--- config.mk ---
export PLATFORM = sky130hd
export DESIGN_NAME = key_press_driver
export DESIGN_NICKNAME = d
export VERILOG_FILES = /design/src/rtl/key_press_driver.sv
export SDC_FILE = /design/constraint.sdc
export NUM_CORES = 1
export LEC_CHECK = 0
export ABC_AREA = 1
export BUFFER_PORTS_ARGS = -buffer_cell sky130_fd_sc_hd__buf_4
export CAP_MARGIN = 25
export CORE_AREA = 2 2 39 41
export DETAILED_ROUTE_END_ITERATION = 6
export DIE_AREA = 0 0 41 43
export GPL_TIMING_DRIVEN = 0
export PLACE_DENSITY = 0.58
export SKIP_CTS_REPAIR_TIMING = 1
export SKIP_LAST_GASP = 1
export SYNTH_ARGS = -nofsm -noshare
export SYNTH_HDL_FRONTEND = slang
export SYNTH_SLANG_ARGS = --single-unit
--- constraint.sdc ---
create_clock -name Clock -period 1.9 [get_ports Clock]
set_input_delay 0.095 -clock Clock [delete_from_list [all_inputs] [get_ports Clock]]
set_output_delay 0.095 -clock Clock [all_outputs]
set_load 0.01 [all_outputs]
--- src/rtl/key_press_driver.sv ---
// Turns one-cycle press requests into key waveforms (HOLD_CYCLES high, GAP_CYCLES low),
// queueing up to MAX_PENDING requests. Define PRESS_OVERFLOW_EN for always-ready mode with a sticky drop flag.
module key_press_driver #(
  parameter int HOLD_CYCLES = 3,
  parameter int GAP_CYCLES  = 1,
  parameter int MAX_PENDING = 7,
  parameter int PEND_W      = $clog2(MAX_PENDING + 1)
) (
  input  logic              Clock,
  input  logic              Reset,
  input  logic              req,
  output logic              ready,
  output logic              press,
  output logic              busy,
  output logic              done,
  output logic [PEND_W-1:0] pending,
  output logic              overflow
);

  localparam int HOLD_W = (HOLD_CYCLES > 1) ? $clog2(HOLD_CYCLES) : 1;
  localparam int GAP_W  = (GAP_CYCLES > 1) ? $clog2(GAP_CYCLES) : 1;
  localparam logic [HOLD_W-1:0] HOLD_LAST = HOLD_W'(HOLD_CYCLES - 1);
  localparam logic [GAP_W-1:0]  GAP_LAST  = GAP_W'(GAP_CYCLES - 1);
  localparam logic [PEND_W-1:0] MAX_P     = PEND_W'(MAX_PENDING);
  localparam logic [PEND_W-1:0] ONE_P     = PEND_W'(1);

  typedef enum logic [1:0] {
    S_IDLE = 2'd0,
    S_HOLD = 2'd1,
    S_GAP  = 2'd2
  } state_t;

  state_t             r_state;
  logic [HOLD_W-1:0]  r_hold_cnt;
  logic [GAP_W-1:0]   r_gap_cnt;
  logic [PEND_W-1:0]  r_pending;
  logic               r_press;
  logic               r_done;
  logic               r_overflow;

  logic               w_start;
  logic               w_accept;
  logic               w_drop;
  logic               w_has_pending;

  assign w_has_pending = (r_pending != {PEND_W{1'b0}});

  // A queued request is consumed when a new press begins (from IDLE or at the end of GAP).
  always_comb begin
    w_start = 1'b0;
    case (r_state)
      S_IDLE:  w_start = w_has_pending;
      S_GAP:   w_start = (r_gap_cnt == {GAP_W{1'b0}}) && w_has_pending;
      default: w_start = 1'b0;
    endcase
  end

`ifdef PRESS_OVERFLOW_EN
  // Always ready; at full a request survives only if a consume frees a slot this cycle.
  assign ready    = 1'b1;
  assign w_accept = req & ((r_pending != MAX_P) | w_start);
  assign w_drop   = req & (r_pending == MAX_P) & ~w_start;
`else
  assign ready    = (r_pending < MAX_P);
  assign w_accept = req & ready;
  assign w_drop   = 1'b0;
`endif

  assign press    = r_press;
  assign done     = r_done;
  assign pending  = r_pending;
  assign overflow = r_overflow;
  assign busy     = (r_state != S_IDLE) || w_has_pending;

  // Press sequencer: queue bookkeeping, state, counters and registered outputs.
  always_ff @(posedge Clock) begin
    if (Reset) begin
      r_state    <= S_IDLE;
      r_hold_cnt <= {HOLD_W{1'b0}};
      r_gap_cnt  <= {GAP_W{1'b0}};
      r_pending  <= {PEND_W{1'b0}};
      r_press    <= 1'b0;
      r_done     <= 1'b0;
      r_overflow <= 1'b0;
    end else begin
      r_done <= 1'b0;

      case ({w_accept, w_start})
        2'b10:   r_pending <= r_pending + ONE_P;
        2'b01:   r_pending <= r_pending - ONE_P;
        default: r_pending <= r_pending;
      endcase

      if (w_drop) begin
        r_overflow <= 1'b1;
      end

      case (r_state)
        S_IDLE: begin
          if (w_start) begin
            r_state    <= S_HOLD;
            r_press    <= 1'b1;
            r_hold_cnt <= HOLD_LAST;
          end
        end
        S_HOLD: begin
          if (r_hold_cnt == {HOLD_W{1'b0}}) begin
            r_state   <= S_GAP;
            r_press   <= 1'b0;
            r_done    <= 1'b1;
            r_gap_cnt <= GAP_LAST;
          end else begin
            r_hold_cnt <= r_hold_cnt - HOLD_W'(1);
          end
        end
        S_GAP: begin
          if (r_gap_cnt != {GAP_W{1'b0}}) begin
            r_gap_cnt <= r_gap_cnt - GAP_W'(1);
          end else if (w_start) begin
            r_state    <= S_HOLD;
            r_press    <= 1'b1;
            r_hold_cnt <= HOLD_LAST;
          end else begin
            r_state <= S_IDLE;
          end
        end
        default: begin
          r_state <= S_IDLE;
          r_press <= 1'b0;
        end
      endcase
    end
  end

endmodule

# Word-level counts from Yosys, hierarchy flattened
# Index checks and enable logic that the tools add are counted.
# W data, S select, Z words.
# word_totals
regBits	10
out_inout_bits	8
wordCells	54
# classes
addsub	4
order_cmp	1
eq_ne	8
n_mux	18
bitwise	3
reduce_logical	14
# op_table
op	n
$mux W2	6
$pmux W2 S3	2
$ne A2 B2 Y1 const B	4
$mux W1	6
$pmux W3 S2	1
$reduce_and A3 Y1	2
$reduce_bool A2 Y1	3
$reduce_bool A3 Y1	2
$eq A2 B1 Y1 const B	2
$eq A2 B2 Y1 const B	2
$logic_not A2 Y1	2
$pmux W1 S2	2
$reduce_and A2 Y1	2
$add A3 B1 Y3 const B	1
$lt A3 B3 Y1 const B	1
$pmux W1 S3	1
$sub A3 B1 Y3 const B	1
$not A1 Y1	2
$reduce_or A2 Y1	1
$sub A2 B1 Y2 const B	1
$and A1 B1 Y1	1
$logic_and A1 B1 Y1	1
$logic_or A1 B1 Y1	1
$sub A1 B1 Y1 const B	1

# Depth between registers and ports, before layout
# depth
depth_word	6
ltp_mapped	11
mapped_depth_nobuf	11

# Least setup slack after synthesis
# Ideal clock, no wire load.
# synth_path
path_type	reg2reg
start	register r_pending[2], in the netlist pending[2]
end	register r_pending[2], in the netlist pending[2]
t_arrival_ns	1.517
required_ns	1.785
path_slack_ns	0.268
stages_incl_launch_ff	11
n_path_buf	0
period_less_slack_ns	1.632
path_cell_list	dfxtp_1 > nor2_2 > nand2_2 > nand2_4 > inv_1 > ha_1 > fa_1 > inv_1 > nand2_1 > a31oi_1 > nor2_1
# synth_between
elab_chain_cells	5
word_cells_on_any_way	11
classes_between	2 x add/sub; 1 x order compare; 2 x eq/ne; 2 x mux; 1 x bitwise; 3 x reduce/logical
# synth_rtl
item	line	source
start: declaration	36	logic [PEND_W-1:0] r_pending;
start signal: assignment	81	r_pending <= {PEND_W{1'b0}};
start signal: assignment	89	2'b10: r_pending <= r_pending + ONE_P;
start signal: assignment	90	2'b01: r_pending <= r_pending - ONE_P;
branches (longest 5 deep; another with $lt A3 B3 Y1)	n/a	
# Several ways; the timed one is not identified.
# A chain may end at the register's enable or synchronous reset.

# Worst setup path in the final report
# layout_path
start	register r_pending[1], in the netlist pending[1]
end	register r_pending[2], in the netlist pending[2]
# The elaborated chain is that of the path after synthesis.

==> flow_summary.toml <==
[clock_tree]
cts_max_level = 1
clock_latency_ns = 0.26
cts.root.buffer_cell = "clkbuf_4"
cts_buffers = 3
tritoncts = "built"
clkTransAtPathRegs_ns = 0.07
cts_sinks = 9
clockBufferDepth = 2

[cells_and_area]
syn2layout_area_growth_pct = 25.41
seqCellArea_sq_um = 180.2
nFillCells = 154
drive_above_1_share = 0.3151
postLayoutCellArea_sq_um = 568.0
num_antenna_cells = 0
nets = 80
multi_input_area_sq_um = 216.5
fin_cells = 89

[critical_path]
endpoint_kind = "register"
startpoint_type = "register"
critPathArrivalTime_ns = 1.90
path_buf_inv = 2
max_stage_delay_ns = 0.40
required_ns = 2.05
worst_path_max_delay_cell = "fa_1"
cpLargestDelayFamily = "adder cells"
crit_chain = "nor2_2, nand2_2, nand2_4, inv_1, ha_1, fa_1, inv_1, nand2_1, a31oi_1, nor2_1"
path_max_fanout = 5
cp_common_cell = "inv_1"
crit_type = "register to register"

[power_and_ir_drop]
p_leak_uw = 0.0002925
ir_worst_vdd_uv = 729.8
finalPower_uw = 970.3
power_per_cell_area_nw_per_um2 = 1708

[logic_synthesis]
synth_edf_count = 0
syn_area_sq_um = 452.9
ys_async_sr_fraction = 0
avgSynthCellArea_sq_um = 7.549
synth_top_family_by_area = "simple AND/OR/NAND/NOR gates"
yosysUniqueCellTypes = 20
synth_compound_area_frac = 0.08840
synth_most_common_cell = "nand2_1"
yosys_warnings = 0
synth_fa_ha_area_frac = 0.09945
yosys.area_share.simple = 0.2818
synth_area_leaders = "dfxtp_1 40%, nand2_1 8.3%, inv_1 7.5%"
synth_common_cells = "10 x nand2_1, 9 x dfxtp_1, 9 x inv_1, 6 x nor2_1, 4 x inv_2"
synth_xor_area_frac = 0
yosysSeqAreaShare = 0.3978
netlist_instances = 60
yosys.area.top_type = "dfxtp_1"
ys_seq_elements = 9
synth_top_area_share = 0.3978
muxShareOfSynthArea = 0
ys.flop_type = "dfxtp_1"
syn-num-nets = 66

[drt]
top_layer = "met4"
viasPerCell = 4.472
met2_length_um = 358
m1WireLength_um = 380
wl_um = 799
vias = 398
route.detailed.drc = 0
drtIter0Drc = 3
ant_nets = 0
dr.pass1.iters = 2
wl_met3_um = 52
wl_per_cell_um = 8.978

[timing]
fmax_mhz = 573.5
setup-violations-final = 0
period_minus_slack_ns = 1.744
fin_setup_tns_ns = 0
timing.final.ws_setup_ns = 0.1563
clock_skew_ns = 0.01016
hold_viol = 0
post-route-period-util = 0.9177
rsz0062_at_grt = "no"
slew_violations = 0

[global_routing]
grt_max_degree = 8
grt_pass1_vias = 330
grt_first_pass_wirelength_um = 1290
overflow = 0
grt_use_total = 0.1090
antenna_found_initial = 0

[die]
core_area_sq_um = 1384
ios = 11
dieArea_sq_um = 1763
start_util = 0.3273
die_y_um = 43
num_rows = 14
die_w_um = 41

[job]
maxCapViolCount = 0

[placement]
place_area_sq_um = 540.5
place_congestion = 0.6431
pre_cts_slack_ns = 0.1482
dp_hpwl_um = 628.7
dp.cells = 85
io_buffer_count = 9

[outcome]
status = "finished, final reports clean"

[worst_hold_path]
hold_class = "input port to register"
==> kinds of logic (layout without fill, tap and decap cells) <==
kind of cell    Yosys count  in the layout
compound gates            7              7
fa+ha+maj                 3              3
buf+inv                  14             27
flops                     9              9
other cells               1              1
simple gates             26             26
==> cell type report <==
class | instances | share of cell area
buffer | 1 | 0.01322
sequential | 9 | 0.3172
multi-input combinational | 37 | 0.3811
tap | 16 | 0.03524
clock inverter | 1 | 0.008811
clock buffer | 3 | 0.03965
inverter | 13 | 0.08590
timing repair buffer | 9 | 0.1189
==> state kept, by name, indices dropped and copies added, names as in the netlist <==
register	count
press	1
r_hold_cnt	2
done	1
r_state	2
pending	3
==> final timing paths <==
kind | from | end | slack, ns | cells past startpoint
min reg2reg | r_hold_cnt[0] | r_hold_cnt[0] | 0.45 | 1
min | Reset | r_state[0] | 0.02 | 2
max reg2reg | pending[1] | pending[2] | 0.16 | 10
max | pending[1] | pending[2] | 0.16 | 10
==> layer usage <==
metal  vias up  GRT usage
met2         9     0.1563
li1        212          -
met4         0    0.06000
met1       175     0.1405
met5         -          0
met3         2    0.03141
==> where the power goes <==
| group | internal [uW] | switching [uW] | total [uW] |
|---|---|---|---|
| sequential | 259 | 60.7 | 319 |
| combinational | 214 | 284 | 499 |
| clock | 77.7 | 74.6 | 152 |
==> layout by cell type (no fill, tap or decap) <==
master,Yosys,routed
nor2_2,1,1
nand3_1,3,3
fa_1,1,1
dfxtp_1,9,9
nand2_1,10,10
a21oi_1,3,3
clkbuf_4,0,3
inv_1,9,9
conb_1,1,1
nand2_2,1,1
nand2_4,1,1
a21oi_2,1,1
inv_2,4,4
nor2_1,6,6
ha_1,2,2
nand3_2,1,1
clkinv_2,0,1
nor4_1,2,2
buf_4,1,10
a31oi_1,1,1
nand4_1,1,1
o21ai_0,2,2
==> metrics by stage <==
step	utilization	hold slack [ns]
5_1_grt	0.4105	0.01025
4_1_cts	0.4105	0.008527
6_report	0.4105	0.02137
3_5_place_dp	0.3906	0.2989
3_3_place_gp	0.3906	0.2980
2_1_floorplan	-	0.1641
No activity file was read; power rests on OpenSTA's default activity.
